--- config.mk ---
export PLATFORM = sky130hd
export DESIGN_NAME = scoreboard_reg_file
export DESIGN_NICKNAME = d
export VERILOG_FILES = /design/src/rtl/scoreboard_reg_file.sv
export SDC_FILE = /design/constraint.sdc
export NUM_CORES = 1
export LEC_CHECK = 0
export ABC_AREA = 1
export BUFFER_PORTS_ARGS = -buffer_cell sky130_fd_sc_hd__buf_2
export CAP_MARGIN = 20
export CELL_PAD_IN_SITES_DETAIL_PLACEMENT = 1
export CELL_PAD_IN_SITES_GLOBAL_PLACEMENT = 1
export CORE_ASPECT_RATIO = 1.4
export CORE_MARGIN = 2
export CORE_UTILIZATION = 40
export DETAILED_ROUTE_END_ITERATION = 12
export PLACE_DENSITY = 0.7
export SYNTH_ARGS = -nofsm -noshare
export SYNTH_HDL_FRONTEND = slang
export SYNTH_SLANG_ARGS = --single-unit
--- constraint.sdc ---
create_clock -name clk -period 2.2 [get_ports clk]
set_input_delay 0.22 -clock clk [delete_from_list [all_inputs] [get_ports clk]]
set_output_delay 0.22 -clock clk [all_outputs]
set_load 0.02 [all_outputs]
--- src/rtl/scoreboard_reg_file.sv ---
// Register file with 2 read ports, 1 write port, pending-write scoreboard and sweep clear.
// Optional same-cycle write-to-read forwarding is compiled in with `define REG_BYPASS_EN.
module scoreboard_reg_file #(
  parameter int DATA_W = 16,
  parameter int ADDR_W = 3
) (
  input  logic              clk,
  input  logic              rst,
  input  logic [ADDR_W-1:0] rd_addr_1,
  input  logic [ADDR_W-1:0] rd_addr_2,
  output logic [DATA_W-1:0] data_1,
  output logic [DATA_W-1:0] data_2,
  output logic              busy_1,
  output logic              busy_2,
  input  logic              wr_en,
  input  logic [ADDR_W-1:0] wr_dst,
  input  logic [DATA_W-1:0] wr_data,
  input  logic              iss_en,
  input  logic [ADDR_W-1:0] iss_dst,
  input  logic              clr_req,
  output logic              clr_busy
);
  localparam int DEPTH = 1 << ADDR_W;

  typedef enum logic {IDLE, SWEEP} state_t;

  state_t             state;
  logic [ADDR_W-1:0]  idx;
  logic [DATA_W-1:0]  regs [DEPTH];
  logic [DEPTH-1:0]   pend;
  logic               clr_busy_q;

  assign clr_busy = clr_busy_q;

  always_ff @(posedge clk) begin
    if (rst) begin
      for (int i = 0; i < DEPTH; i++) regs[i] <= '0;
      pend       <= '0;
      idx        <= '0;
      state      <= IDLE;
      clr_busy_q <= 1'b0;
    end else begin
      case (state)
        IDLE: begin
          if (wr_en) begin
            regs[wr_dst] <= wr_data;
            pend[wr_dst] <= 1'b0;
          end
          // Issue is applied after the write so a newer producer keeps the bit set
          if (iss_en) pend[iss_dst] <= 1'b1;
          if (clr_req) begin
            state      <= SWEEP;
            idx        <= '0;
            clr_busy_q <= 1'b1;
          end
        end
        SWEEP: begin
          regs[idx] <= '0;
          pend[idx] <= 1'b0;
          idx       <= idx + 1'b1;
          if (idx == ADDR_W'(DEPTH - 1)) begin
            state      <= IDLE;
            clr_busy_q <= 1'b0;
          end
        end
        default: state <= IDLE;
      endcase
    end
  end

`ifdef REG_BYPASS_EN
  logic fwd_ok, iss_same, hit_1, hit_2;
  assign fwd_ok   = wr_en && !clr_busy_q;
  assign iss_same = iss_en && (iss_dst == wr_dst);
  assign hit_1    = fwd_ok && (wr_dst == rd_addr_1);
  assign hit_2    = fwd_ok && (wr_dst == rd_addr_2);
  // A forwarded write retires the register unless a new issue re-marks it now
  assign data_1 = hit_1 ? wr_data  : regs[rd_addr_1];
  assign data_2 = hit_2 ? wr_data  : regs[rd_addr_2];
  assign busy_1 = hit_1 ? iss_same : pend[rd_addr_1];
  assign busy_2 = hit_2 ? iss_same : pend[rd_addr_2];
`else
  assign data_1 = regs[rd_addr_1];
  assign data_2 = regs[rd_addr_2];
  assign busy_1 = pend[rd_addr_1];
  assign busy_2 = pend[rd_addr_2];
`endif

endmodule

==> flow_metrics.env <==
export IMPL_finalSetupViolCount=0
export IMPL_tightest_slew_ns=0.508
export IMPL_synthArstFlopShare=0
export IMPL_rsz0062_at_grt="false"
export IMPL_syn_nets=1031
export IMPL_dpl_hpwl_microns=19000
export IMPL_power_mw=7.09
export IMPL_detail_route_wirelength_microns=26900
export IMPL_ys_flop_type="edfxtp_1"
export IMPL_finalWeightedCongestion=0.817
export IMPL_grt_pass1_vias=7272
export IMPL_slew_headroom=0.661
export IMPL_max_freq_mhz=526
export IMPL_cts_made_buffers=17
export IMPL_cts_num_sinks=141
export IMPL_worstPathRequired_ns=2.33
export IMPL_crit_type="flip-flop to flip-flop"
export IMPL_clk_pin_slew_ns=0.07
export IMPL_grt_usage=0.266
export IMPL_min_period_ns=1.90
export IMPL_cp_arrival_ns=2.03
export IMPL_dieArea_sq_mm=0.0209
export IMPL_endpoint_kind="flip-flop"
export IMPL_die_height_microns=170
export IMPL_p_leak_nw=4.09
export IMPL_p_clk_frac=0.406
export IMPL_yosysWarnings=0
export IMPL_cts_root_buf="clkbuf_16"
export IMPL_nets=1087
export IMPL_initial_core_util=0.410
export IMPL_final_cell_mix="nand2_1 (299), nor2_1 (145), edfxtp_1 (128)"
export IMPL_hold_class="primary input to flip-flop"
export IMPL_cts_resized=0
export IMPL_synth_edf_count=128
export IMPL_p_per_area_mw_per_mm2=770
export IMPL_ir_worst_vdd_uv=434
export IMPL_postSynthAreaPerCell_sq_um=7.94
export IMPL_first_pass_iters=5
export IMPL_clock_path_buffers=2
export IMPL_worstSetupStartpointType="flip-flop"
export IMPL_ys_seq_elements=141
export IMPL_drv_slew=0
export IMPL_viasPerCell=5.41
export IMPL_outcome="complete, no violations"
export IMPL_seqPwrFrac=0.441
export IMPL_die_width_microns=123
export IMPL_drive_above_1_share=0.142
export IMPL_fin_skew_ns=0.00773
export IMPL_fin_hold_ws_ns=0.0463
export IMPL_cts_setup_buffers=0
export IMPL_holdBufCountCts=0
export IMPL_maxCapViolCount=0
export IMPL_ant_nets=0
export IMPL_fillCellCount=2396
export IMPL_min_period_over_period=0.864
export IMPL_yosysSeqAreaShare=0.519
export IMPL_worstSkewPairLatency_ns=0.42
export IMPL_synth_distinct_cells=21
export IMPL_fin_setup_tns_ns=0
export IMPL_rows=60
export IMPL_p_switching_mw=2.12
export IMPL_final_common_cell="nand2_1"
export IMPL_drtIter0Drc=436
export IMPL_grt_overflow=0
export IMPL_cts_tree="done"
export IMPL_netlist_instances=996
export IMPL_vias=7109
export IMPL_cts_max_level=4
export IMPL_port_buffers=67
export IMPL_diodes=0
export IMPL_switching_share=0.298
export IMPL_path_max_fanout=11
export IMPL_antenna_found_initial=0
export IMPL_grt_max_degree=69
export IMPL_pwr_share_comb=0.153
export IMPL_core_area_sq_mm=0.0193
export IMPL_synthToLayoutAreaGrowth_pct=16.4
export IMPL_hold_viol_final=0
export IMPL_grt_pass1_wl_microns=40900
export IMPL_io_pin_count=68
export IMPL_internal_power_mw=4.98
export IMPL_drc=0
export IMPL_wl_per_cell_microns=20.5
export IMPL_syn_area_sq_mm=0.00791
==> metrics by stage <==
| step | util | setup slack [ns] | instances | area (sq um) |
|---|---|---|---|---|
| 2_1_floorplan | - | 0.301 | 996 | 7910 |
| 3_3_place_gp | 0.447 | 0.287 | 1281 | 8630 |
| 3_5_place_dp | 0.447 | 0.217 | 1281 | 8630 |
| 4_1_cts | 0.477 | 0.303 | 1313 | 9210 |
| 5_1_grt | 0.477 | 0.0936 | 1313 | 9210 |
| 6_report | 0.477 | 0.299 | 1313 | 9210 |
==> layer usage <==
metal | track usage | routed length, microns | vias to the layer above
met1 | 0.294 | 10500 | 3488
li1 | - | - | 3422
met3 | 0.0399 | 855 | 44
met5 | 0 | 0 | -
met2 | 0.509 | 14800 | 155
met4 | 0.0825 | 697 | 0
==> power by group through the flow <==
stage	logic [mW]	clock network [mW]	registers, mW
after CTS	1.10	2.90	3.13
after detailed placement	1.09	0	3.18
after global placement	1.08	0	3.18
after global routing	1.19	3.02	3.14
after floorplan	0.669	0	3.15
final	1.09	2.88	3.13
==> Yosys cell counts, types with 7 or more instances <==
cell / n / share of area
nand2_2: 9 / 0.0071
nor2_2: 7 / 0.0055
nand2_1: 299 / 0.14
buf_2: 19 / 0.012
clkbuf_1: 34 / 0.016
dfxtp_1: 13 / 0.033
edfxtp_1: 128 / 0.49
nand3_1: 22 / 0.014
o21ai_0: 69 / 0.044
inv_1: 84 / 0.040
nor2_1: 145 / 0.069
o211ai_1: 68 / 0.065
a21oi_1: 77 / 0.049
buf_1: 7 / 0.0033
==> logic make-up after synthesis <==
family / count (synthesis) / share of synthesized area
adder cells (fa/ha/maj): 2 / 0.00316
AND/OR/NAND/NOR: 483 / 0.238
AO/OA/AOI/OAI: 217 / 0.160
flip-flops: 141 / 0.519
buffers and inverters: 153 / 0.0803
==> final timing paths <==
check               end  depth (start not counted)  slack, ns  startpoint
min reg2reg    clr_busy                          2       0.48    clr_busy
max reg2reg  regs[1][4]                          7       0.30       state
max          regs[1][4]                          7       0.30       state
min            clr_busy                          3       0.05     clr_req
==> registers in the layout, summed over array words and instances (netlist names) <==
signal    count
regs        128
pend          8
state         1
idx           3
clr_busy      1
==> final cells by class <==
class                           count  area [sq um]  area share
Sequential cell                   141          4100       0.445
Multi-Input combinational cell    702          3170       0.344
Timing Repair Buffer              102           716      0.0777
Clock buffer                       17           425      0.0462
Inverter                           88           330      0.0359
Tap cell                          248           310      0.0337
Clock inverter                     15           155      0.0168
==> critical path: stages (launching register included) <==
cell     delay, ns
dfxtp_1       0.47
nand2_2       0.14
nand2_1       0.12
nand2_1       0.07
nor2_2        0.24
nand2_2       0.22
nand2_1       0.14
buf_4         0.20
Power figures use the tool's default switching activity.
